**src/rtl/fpu_pkg.sv**
```systemverilog
// Shared types and constants for the float-to-int conversion arbiter.
// Stage records carry everything a response needs, so the pipeline has no side tables.
package fpu_pkg;

    localparam int          TAG_W    = 4;
    localparam logic [7:0]  EXP_BIAS = 8'd127;
    localparam logic [7:0]  EXP_HALF = 8'd126;  // operands in [0.5, 1) round to magnitude 1
    localparam logic [7:0]  EXP_MAX  = 8'd157;  // largest exponent whose result fits in int32
    localparam logic [31:0] INT_MIN  = 32'h8000_0000;

    typedef struct packed {
        logic [31:0]      data;
        logic [TAG_W-1:0] tag;
        logic             src;
    } stage_entry_t;

    typedef struct packed {
        logic [31:0]      result;
        logic [TAG_W-1:0] tag;
        logic             src;
        logic             sat;
    } result_entry_t;

endpackage

```
**src/rtl/fcvt_f2i.sv**
```systemverilog
// Combinational IEEE-754 single to int32 conversion.
// Rounding is half away from zero; out-of-range, Inf and NaN saturate to INT_MIN.
module fcvt_f2i
    import fpu_pkg::*;
(
    input  logic [31:0] a,
    output logic [31:0] c,
    output logic        sat
);

    logic [7:0]  exp_f;
    logic [23:0] sig;
    logic [4:0]  sh;
    logic [32:0] rnd;
    logic [31:0] mag;

    // NOTE: every signal written here gets a default first, so no path can infer a latch.
    always_comb begin
        exp_f = a[30:23];
        sig   = {1'b1, a[22:0]};
        sh    = exp_f[4:0] - EXP_BIAS[4:0];
        // Keep the integer part plus the first discarded fraction bit in rnd[0].
        rnd   = 33'(({31'd0, sig} << sh) >> 22);
        mag   = '0;
        sat   = 1'b0;
        if (exp_f > EXP_MAX) begin
            mag = INT_MIN;
            sat = 1'b1;
        end else if (exp_f == EXP_HALF) begin
            mag = 32'd1;
        end else if (exp_f > EXP_HALF) begin
            mag = rnd[32:1] + {31'd0, rnd[0]};
        end
        c = a[31] ? (~mag + 32'd1) : mag;
    end

endmodule

```
**src/rtl/fcvt_arb.sv**
```systemverilog
// Two-requester round-robin front end feeding a two-stage float-to-int pipeline.
// Stage 1 holds the accepted operand, stage 2 the converted result driving the response port.
module fcvt_arb
    import fpu_pkg::*;
(
    input  logic             clk,
    input  logic             rstn,
    input  logic             req0_valid,
    output logic             req0_ready,
    input  logic [31:0]      req0_data,
    input  logic [TAG_W-1:0] req0_tag,
    input  logic             req1_valid,
    output logic             req1_ready,
    input  logic [31:0]      req1_data,
    input  logic [TAG_W-1:0] req1_tag,
    output logic             resp_valid,
    input  logic             resp_ready,
    output logic [31:0]      resp_data,
    output logic             resp_src,
    output logic [TAG_W-1:0] resp_tag,
    output logic [15:0]      sat_cnt,
    output logic             busy
);

    logic          run_q, run_d;
    logic          ptr_q, ptr_d;
    logic          s1_valid_q, s1_valid_d;
    stage_entry_t  s1_q, s1_d;
    logic          s2_valid_q, s2_valid_d;
    result_entry_t s2_q, s2_d;
    logic [15:0]   sat_cnt_q, sat_cnt_d;

    logic        grant0, grant1;
    logic        s1_adv, s2_adv;
    logic        acc0, acc1;
    logic [31:0] conv_c;
    logic        conv_sat;

    fcvt_f2i u_f2i (
        .a   (s1_q.data),
        .c   (conv_c),
        .sat (conv_sat)
    );

    always_comb begin
        s2_adv = !s2_valid_q || resp_ready;
        s1_adv = !s1_valid_q || s2_adv;
        grant0 = req0_valid && (!req1_valid || !ptr_q);
        grant1 = req1_valid && (!req0_valid || ptr_q);
        // run_q is cleared by reset, which keeps both readies low until the first clock after release.
        req0_ready = run_q && grant0 && s1_adv;
        req1_ready = run_q && grant1 && s1_adv;
        acc0 = req0_valid && req0_ready;
        acc1 = req1_valid && req1_ready;

        run_d      = 1'b1;
        ptr_d      = ptr_q;
        s1_valid_d = s1_valid_q;
        s1_d       = s1_q;
        s2_valid_d = s2_valid_q;
        s2_d       = s2_q;
        sat_cnt_d  = sat_cnt_q;

        if (acc0 || acc1) begin
            ptr_d = acc0;
        end

        if (s1_adv) begin
            s1_valid_d = acc0 || acc1;
            if (acc0) begin
                s1_d.data = req0_data;
                s1_d.tag  = req0_tag;
                s1_d.src  = 1'b0;
            end else if (acc1) begin
                s1_d.data = req1_data;
                s1_d.tag  = req1_tag;
                s1_d.src  = 1'b1;
            end
        end

        if (s2_adv) begin
            s2_valid_d = s1_valid_q;
            if (s1_valid_q) begin
                s2_d.result = conv_c;
                s2_d.tag    = s1_q.tag;
                s2_d.src    = s1_q.src;
                s2_d.sat    = conv_sat;
            end
        end

        if (s2_valid_q && resp_ready && s2_q.sat && (sat_cnt_q != 16'hFFFF)) begin
            sat_cnt_d = sat_cnt_q + 16'd1;
        end
    end

    // NOTE: sequential state uses non-blocking assignments so every flop samples pre-edge values.
    always_ff @(posedge clk or negedge rstn) begin
        if (!rstn) begin
            run_q      <= 1'b0;
            ptr_q      <= 1'b0;
            s1_valid_q <= 1'b0;
            s1_q       <= '0;
            s2_valid_q <= 1'b0;
            s2_q       <= '0;
            sat_cnt_q  <= '0;
        end else begin
            run_q      <= run_d;
            ptr_q      <= ptr_d;
            s1_valid_q <= s1_valid_d;
            s1_q       <= s1_d;
            s2_valid_q <= s2_valid_d;
            s2_q       <= s2_d;
            sat_cnt_q  <= sat_cnt_d;
        end
    end

    assign resp_valid = s2_valid_q;
    assign resp_data  = s2_q.result;
    assign resp_src   = s2_q.src;
    assign resp_tag   = s2_q.tag;
    assign sat_cnt    = sat_cnt_q;
    assign busy       = s1_valid_q || s2_valid_q;

endmodule

```
**config.mk**
```make
export PLATFORM = sky130hd
export DESIGN_NAME = fcvt_arb
export DESIGN_NICKNAME = d
export VERILOG_FILES = /design/src/rtl/fpu_pkg.sv /design/src/rtl/fcvt_f2i.sv /design/src/rtl/fcvt_arb.sv
export SDC_FILE = /design/constraint.sdc
export NUM_CORES = 1
export LEC_CHECK = 0
export CAP_MARGIN = 30
export CORE_MARGIN = 5
export CORE_UTILIZATION = 60
export CTS_BUF_LIST = sky130_fd_sc_hd__clkbuf_8
export CTS_CLUSTER_SIZE = 25
export DETAILED_ROUTE_END_ITERATION = 12
export PLACE_DENSITY = 0.88
export SLEW_MARGIN = 10
export SYNTH_ARGS = -nofsm -noshare
export SYNTH_HDL_FRONTEND = slang
export SYNTH_SLANG_ARGS = --single-unit
```
**constraint.sdc**
```tcl
create_clock -name clk -period 14.2 [get_ports clk]
set_input_delay 1.42 -clock clk [delete_from_list [all_inputs] [get_ports clk]]
set_output_delay 1.42 -clock clk [all_outputs]
set_load 0.02 [all_outputs]
```
; Yosys cells after proc, flatten, opt, wreduce, memory -nomap -nowiden
; Cells that the tools add are included.
[totals]
in_bits = 77
elab_cells = 54
register_bits = 95
[classes]
shifts = 1
reduce_logical = 25
magnitude_cmp = 2
eq_ne = 2
n_addsub = 4
mux = 7
bitwise_logic = 1
[op_table]
columns = cell, n
row1 = 2-to-1 mux 32 bit, 4
row2 = 2-to-1 mux 37 bit, 2
row3 = << shifter 24 x 5 -> 55 bit, 1
row4 = adder 32 x 1 -> 32 bit, 1
row5 = adder 32 x 1 -> 32 bit (second input constant), 1
row6 = NOT 32 bit, 1
row7 = adder 16 x 1 -> 16 bit (second input constant), 1
row8 = inequality test 16 bit (second input constant), 1
row9 = logical AND 1 bit, 11
row10 = equality test 8 x 7 -> 1 bit (second input constant), 1
row11 = > comparator 8 x 7 -> 1 bit (second input constant), 1
row12 = > comparator 8 bit (second input constant), 1
row13 = logical OR 1 bit, 6
row14 = logical NOT 1 bit, 5
row15 = subtractor 5 bit (second input constant), 1
row16 = AND reduction 2 bit, 2
row17 = nonzero test 2 bit, 1
row18 = 2-to-1 mux 1 bit, 1

; Logic depth before layout (Yosys ltp)
; Gate-level depths: netlist of run 1.
[logic_depth]
depth_word = 9
depth_mapped = 23
mapped_depth_nobuf = 18

; Modules after synthesis
; From an unflattened synthesis of run 1, not the netlist that was laid out.
[hier_totals]
hier_cells = 904
hier_area_um2 = 8318.0
[modules_own_cells]
columns = module, n_inst, area_per_inst_um2, seq_area_each_um2, cells_each
row1 = fcvt_arb, 1, 4255.3, 2377.3, 359
row2 = fcvt_f2i, 1, 4062.6, 0.0, 545

; Worst setup path after synthesis of run 1
; Ideal clock, no wire load.
[synth_path]
path_type = flip-flop to flip-flop
startpoint = register s1_q[28] (netlist bit)
endpoint = register s2_q, in the netlist resp_data[28]
synth_period_minus_slack_ns = 5.400
slack_ns = 8.800
setup_ns = 0.125
stages_incl_launch_ff = 24
arrival_ns = 5.276
required_ns = 14.075
path_cell_list = dfrtp_1 buf_6 buf_6 buf_6 inv_1 ha_1 buf_4 buf_2 nor3_1 a211oi_2 mux2i_1 o22ai_1 ha_1 inv_1 or3_1 buf_2 nor4b_4 nand3_1 mux2i_1 o31a_1 nand4bb_1 o41ai_2 xnor2_1 mux2_2
[synth_via]
elab_chain_len = 9
elab_cells_between_ends = 12
[synth_lines]
columns = item, line_no
row1 = start: declaration, fcvt_arb.sv:28  ; stage_entry_t s1_q, s1_d;
row2 = start signal: assignment, fcvt_arb.sv:102  ; s1_q <= '0;
row3 = start signal: assignment, fcvt_arb.sv:110  ; s1_q <= s1_d;
row4 = subtractor 5 bit, fcvt_f2i.sv:21  ; sh = exp_f[4:0] - EXP_BIAS[4:0];
row5 = << shifter 24 x 5 -> 55 bit, fcvt_f2i.sv:23  ; rnd = 33'(({31'd0, sig} << sh) >> 22);
row6 = adder 32 x 1 -> 32 bit, fcvt_f2i.sv:32  ; mag = rnd[32:1] + {31'd0, rnd[0]};
row7 = 2-to-1 mux 32 bit, fcvt_f2i.sv:31  ; end else if (exp_f > EXP_HALF) begin
row8 = 2-to-1 mux 32 bit, fcvt_f2i.sv:29  ; end else if (exp_f == EXP_HALF) begin
row9 = 2-to-1 mux 32 bit (*), fcvt_f2i.sv:26  ; if (exp_f > EXP_MAX) begin
row10 = NOT 32 bit, fcvt_f2i.sv:34  ; c = a[31] ? (~mag + 32'd1) : mag;
row11 = adder 32 x 1 -> 32 bit, fcvt_f2i.sv:34
row12 = 2-to-1 mux 32 bit (*), fcvt_f2i.sv:34
row13 = end signal: assignment, fcvt_arb.sv:104  ; s2_q <= '0;
row14 = end signal: assignment, fcvt_arb.sv:112  ; s2_q <= s2_d;
row15 = end: declaration, fcvt_arb.sv:30  ; result_entry_t s2_q, s2_d;
; Every way passes the cells marked *; elsewhere a longest branch is shown, timed or not.
; A chain may end at the register's enable or synchronous reset.

; Final worst setup path of run 1
[layout_path]
startpoint = register s1_q[28] (netlist bit)
endpoint = register s2_q, in the netlist resp_data[31]
; Same word-level chain as after synthesis.

==> results.cfg, run 1 <==
[drt]
routed_wl_um = 22500
drt_iter0_markers = 899
drtAntennaViolNets = 0
wl_per_cell_um = 18.8
num_vias = 7436
vias_per_cell = 6.22
drt_first_pass_iters = 8
drc = 0

[place]
place_congestion = 1.05
dp_hpwl_um = 17000
postPlaceCellArea_um2 = 9260
place_ws_ns = 7.45
io_buffers = 133
dpl.cell_count = 1179

[sta]
timing.final.ws_setup_ns = 7.88
final-hold-violation-count = 0
timing.fmax_ghz = 0.158
period_needed_ns = 6.32
rsz0062_at_grt = false
maxSlewViolCount = 0
timing.hold.ws_ns = 0.482
tns_ns = 0
finalCritPeriodShare_pct = 44.5
setup_violations = 0
tightestPinTransition_ns = 1.07
max_slew_margin_pct = 28.5
fin_worst_skew_ns = 0.0167

[power]
power_mw = 2.16
comb_power_share_pct = 70.6
power.switching_mw = 1.12
seqPwrFrac_pct = 20.6
clockPowerShare_pct = 8.8
p_int_mw = 1.04
p_leak_nw = 3.96
ir_drop_mv = 0.0906
p_sw_share_pct = 51.7
power_density_nw_per_um2 = 227

[floorplan]
rows = 42
ioPinCount = 134
die_h_um = 126
coreArea_um2 = 13300
dieArea_um2 = 16000
fp.dieW_um = 126
initial_core_util_pct = 61.2

[worst_setup_path]
crit_type = reg -> reg
crit_fanout = 40
crit_required_ns = 14.45
worstPathCellList = inv_1, ha_1, buf_4, inv_1, mux2_4, mux2i_1, nor2_1, o31ai_1, ha_1, inv_1, or3_1, nor4b_4, nand3_1, mux2i_1, o31a_1, nand4b_1, o41ai_1, xor2_1, a21oi_1
arrival_ns = 6.56
slowest_stage = dfrtp_2
crit_path_max_incr_delay_ns = 0.62
worst_path_most_repeated_cell = inv_1
ff2ff_setup_slack_ns = 7.88
end_kind = flip-flop
worst_setup_path_start_kind = flip-flop

[clock_tree]
clkLatencyLatePin_ns = 0.39
cts_buffer_depth = 2
htreeDepth = 3
cts_tree = built
cts_made_buffers = 9
cts_resized = 0
clk_pin_slew_ns = 0.11
hold_buffers = 0
postCtsSetupBuffers = 0
cts_root_buffer = clkbuf_8
cts_sinks = 95

[logic_synthesis]
syn_area_um2 = 8140
synthArstFlopShare_pct = 100
syn_avg_cell_area_um2 = 8.56
synthDistinctLibCells = 92
synth_edf_count = 0
ys_warn_count = 0
muxShareOfSynthArea_pct = 16.1
synth_fa_ha_area_share_pct = 1.38
ys.flop_type = dfrtp_1
yosysSeqAreaShare_pct = 29.2
synthesis.instances = 950
yosys.area_share.simple_pct = 21.2
synth_fp_nets = 1036
yosys_register_bits = 95
synth-xor-area-share_pct = 7.93
synth_top_family_by_area = simple AND/OR/NAND/NOR gates
synth_compound_area_share_pct = 16.3

[run_status]
outcome = finished, final reports clean

[final_layout]
fin_cells = 1196
final_util_pct = 71.5
syn_to_final_growth_pct = 16.8
fin_area_um2 = 9500
fin_nets = 1102
drive_gt1_share_pct = 10.2
fill_cells = 1055
antennaDiodeCount = 0

[grt]
grt_pass1_vias = 6897
track_usage_pct = 27.5
grt_max_degree = 74
antenna_found_initial = 0
grt_overflow_total = 0
grt_first_pass_wirelength_um = 36100

[job]
drv_cap = 0

[worst_hold_path]
min_path_type = reg -> reg
## power by group through the flow
stage | clock [mW] | combinational, mW | sequential [mW]
2_1_floorplan | 0 | 1.15 | 0.417
3_3_place_gp | 0 | 1.45 | 0.451
3_5_place_dp | 0 | 1.46 | 0.457
4_1_cts | 0.192 | 1.47 | 0.452
5_1_grt | 0.202 | 1.64 | 0.458
6_report | 0.190 | 1.52 | 0.445
## placed cells by master (no fill, tap or decap), types with 25 or more instances in the layout
cell | synthesis | layout
nand2_1 | 151 | 150
dfrtp_1 | 95 | 94
nor3_1 | 39 | 39
xnor2_1 | 35 | 35
o21ai_0 | 82 | 82
xor2_1 | 30 | 30
mux2i_1 | 72 | 72
nor2_1 | 55 | 55
mux2_2 | 25 | 25
clkdlybuf4s50_1 | 0 | 132
a21oi_1 | 28 | 28
## per-layer routing
| layer | global-route usage (%) | routed length, µm | vias to the layer above |
|---|---|---|---|
| met5 | 0 | 0 | - |
| met4 | 11.6 | 836 | 0 |
| met3 | 5.17 | 1800 | 62 |
| met2 | 44.3 | 10500 | 367 |
| met1 | 36.4 | 9440 | 3484 |
| li1 | - | - | 3523 |
## sequential cells by signal, summed over array words and instances, names as in the netlist
name        flops
resp_valid      1
run_q           1
s1_q           37
s1_valid_q      1
resp_data      32
resp_src        1
resp_tag        4
sat_cnt        16
s2_q            1
ptr_q           1
## path summary, 6_finish.rpt
path | startpoint | end | cells after the start
setup / recovery | s1_q[28] | resp_data[31] | 19
min in group asynchronous | rstn | run_q | 1
setup reg to reg | s1_q[28] | resp_data[31] | 19
hold reg to reg | s1_q[3] | resp_tag[2] | 2
max in group asynchronous | rstn | resp_data[18] | 3
hold / removal | s1_q[3] | resp_tag[2] | 2
## cells by family (layout without fill, tap and decap cells)
| logic type | after synthesis | in the layout |
|---|---|---|
| compound gates | 202 | 202 |
| other cells | 1 | 1 |
| buf+inv | 108 | 178 |
| flops | 95 | 95 |
| mux | 112 | 112 |
| simple gates | 354 | 354 |
| fa+ha+maj | 9 | 9 |
| xor+xnor | 69 | 69 |
## area by class of cell
type,count,area [µm²],area share [%]
clock inverters,6,75.1,0.790
well taps,176,220,2.32
clock buffers,9,124,1.30
multi-input cells,747,5160,54.3
inverters,14,52.6,0.553
repair buffers,149,1490,15.7
flip-flops and latches,95,2380,25.0
## cell usage after synthesis, drive strengths merged, types with 5 or more instances
library cell	instances	area [µm²]
nand4	16	106
nor2	56	213
or3	7	43.8
o22ai	5	31.3
mux2i	72	721
mux2	28	319
inv	14	52.6
o21ai	88	440
nand2	151	567
nand3	23	133
o41ai	5	58.8
and3	5	31.3
nor3	41	221
a211oi	10	95.1
a21oi	28	140
nand2b	9	58.8
buf	66	475
a31oi	8	50.1
clkbuf	28	105
o21a	5	37.5
mux4	12	270
o31ai	10	75.1
nor4	9	56.3
xnor2	38	367
xor2	31	279
dfrtp	95	2380
and2	6	37.5
or2	5	31.3
ha	9	113
## worst max-delay path: cells and delay by family (launching register included)
kind	cells	cell delay [ns]
and+or+nand+nor	5	1.63
buffers and inverters	4	1.06
xor gates and xnor gates	1	0.20
DFF	1	0.62
AOI/OAI and AO/OA	4	1.30
adders and majority gates	2	0.56
muxes	3	0.80
No activity file was read; power rests on OpenSTA's default activity.
==> inputs of run 2 (changes only) <==
Settings changed: CORE_UTILIZATION 60 to 51, PLACE_DENSITY 0.88 to 0.8.
Clock period 14.2 ns to 5.3 ns, I/O delays scaled along.
==> results.cfg, run 2 (synthesis results as in run 1) <==
[floorplan]
fp.dieW_um = 136
die_h_um = 136
initial_core_util_pct = 51.6
rows = 46
coreArea_um2 = 15800
dieArea_um2 = 18600
ioPinCount = 134

[sta]
max_slew_margin_pct = 38.3
final-hold-violation-count = 0
timing.final.ws_setup_ns = 0.290
maxSlewViolCount = 0
finalCritPeriodShare_pct = 94.5
setup_violations = 0
fin_worst_skew_ns = 0.0119
tightestPinTransition_ns = 0.919
period_needed_ns = 5.01
rsz0062_at_grt = false
timing.fmax_ghz = 0.200
timing.hold.ws_ns = 0.0951
tns_ns = 0

[final_layout]
final_common_cell = nand2_1
fill_cells = 1376
final_cell_mix = 150 x nand2_1, 132 x clkdlybuf4s50_1, 94 x dfrtp_1
regMostFlops = s1_q
antennaDiodeCount = 0
fin_cells = 1276
largest_reg_flops = 37
fin_nets = 1142
fin_area_um2 = 9900
syn_to_final_growth_pct = 21.7
drive_gt1_share_pct = 14.0

[worst_setup_path]
end_kind = flip-flop
arrival_ns = 5.30
worst_setup_path_start_kind = flip-flop
crit_fanout = 22
crit_type = reg -> reg
crit_required_ns = 5.59

[worst_hold_path]
min_path_type = in -> async

[clock_tree]
hold_buffers = 0
cts_made_buffers = 9
cts_root_buffer = clkbuf_8
clkLatencyLatePin_ns = 0.40
cts_tree = built
cts_sinks = 95
clk_pin_slew_ns = 0.10
htreeDepth = 3
cts_buffer_depth = 2

[drt]
wl_per_cell_um = 17.8
drt_iter0_markers = 575
vias_per_cell = 5.83
drt_first_pass_iters = 5
drc = 0
num_vias = 7438
drtAntennaViolNets = 0
routed_wl_um = 22700

[place]
io_buffers = 133
place_ws_ns = 0.193
dpl.cell_count = 1259
place_congestion = 1.06
dp_hpwl_um = 17800
postPlaceCellArea_um2 = 9650

[power]
power_density_nw_per_um2 = 617
ir_drop_mv = 0.321
p_leak_nw = 4.15

[run_status]
outcome = finished, final reports clean

[grt]
grt_first_pass_wirelength_um = 36400
grt_pass1_vias = 7086
track_usage_pct = 24.6
grt_overflow_total = 0
antenna_found_initial = 0
grt_max_degree = 74

[job]
drv_cap = 0
[run 2: changes by cell type in the layout (fill, tap and decap cells not counted), sizes merged]
| cell | before | now |
|---|---|---|
| clkinvlp | 0 | 2 |
| clkbuf | 9 | 10 |
| buf | 17 | 57 |
| inv | 18 | 16 |
| clkinv | 1 | 0 |
[run 2: repair_timing]
item,CTS,global route
setup buffers,0,2
endpoints found under the setup margin,0,5
resized for setup,0,5
[run 2: critical path: stages, from the launching register on]
cell and delay (ns):
dfrtp_2 0.49, inv_1 0.08, ha_1 0.31, buf_4 0.29, buf_4 0.29, o21ai_0 0.29
or4_1 0.48, nand4b_1 0.26, o21ai_0 0.27, nor4b_4 0.34, nand3_2 0.15, mux2i_1 0.16
o31a_1 0.35, nand4bb_1 0.19, buf_4 0.19, o41ai_2 0.40, xnor2_1 0.10, mux2_2 0.26
[run 2: worst paths after layout]
path,start,endpoint,slack [ns],depth (start not counted)
hold / removal,rstn,sat_cnt[9],0.1,1
setup reg to reg,s1_q[28],resp_data[28],0.29,17
min in group clk,s1_q[2],resp_tag[1],0.48,2
max in group asynchronous,rstn,s1_q[28],4.07,2
setup / recovery,s1_q[28],resp_data[28],0.29,17
hold reg to reg,s1_q[2],resp_tag[1],0.48,2
[run 2: power by group]
group / switching, mW / leakage, nW / internal (mW) / total, mW
Combinational: 2.55 / 2.85 / 1.88 / 4.43
Clock: 0.278 / 0.0969 / 0.233 / 0.511
Sequential: 0.217 / 1.21 / 0.945 / 1.16
Total: 3.04 / 4.15 / 3.06 / 6.10
[run 2: routing by layer]
metal	part of all wire [%]	GRT usage [%]
met1	44	32.6
met2	46	40.3
met3	6.5	3.74
met4	3.4	10.1
met5	0	0
[run 2: layout make-up]
type	count	area (µm²)	share of cell area [%]
clock buffer	10	138	1.39
inverter	14	52.6	0.531
clock inverter	5	65.1	0.657
tap	216	270	2.73
sequential	95	2380	24.0
timing repair buffer	189	1800	18.2
multi-input combinational	747	5200	52.5
[run 2: stage by stage]
| step | utilization [%] | power, mW |
|---|---|---|
| after global routing | 62.8 | 6.53 |
| final | 62.8 | 6.10 |
| after global placement | 61.1 | 5.45 |
| after detailed placement | 61.2 | 5.50 |
| after CTS | 62.5 | 6.03 |
| after floorplan | - | 4.21 |
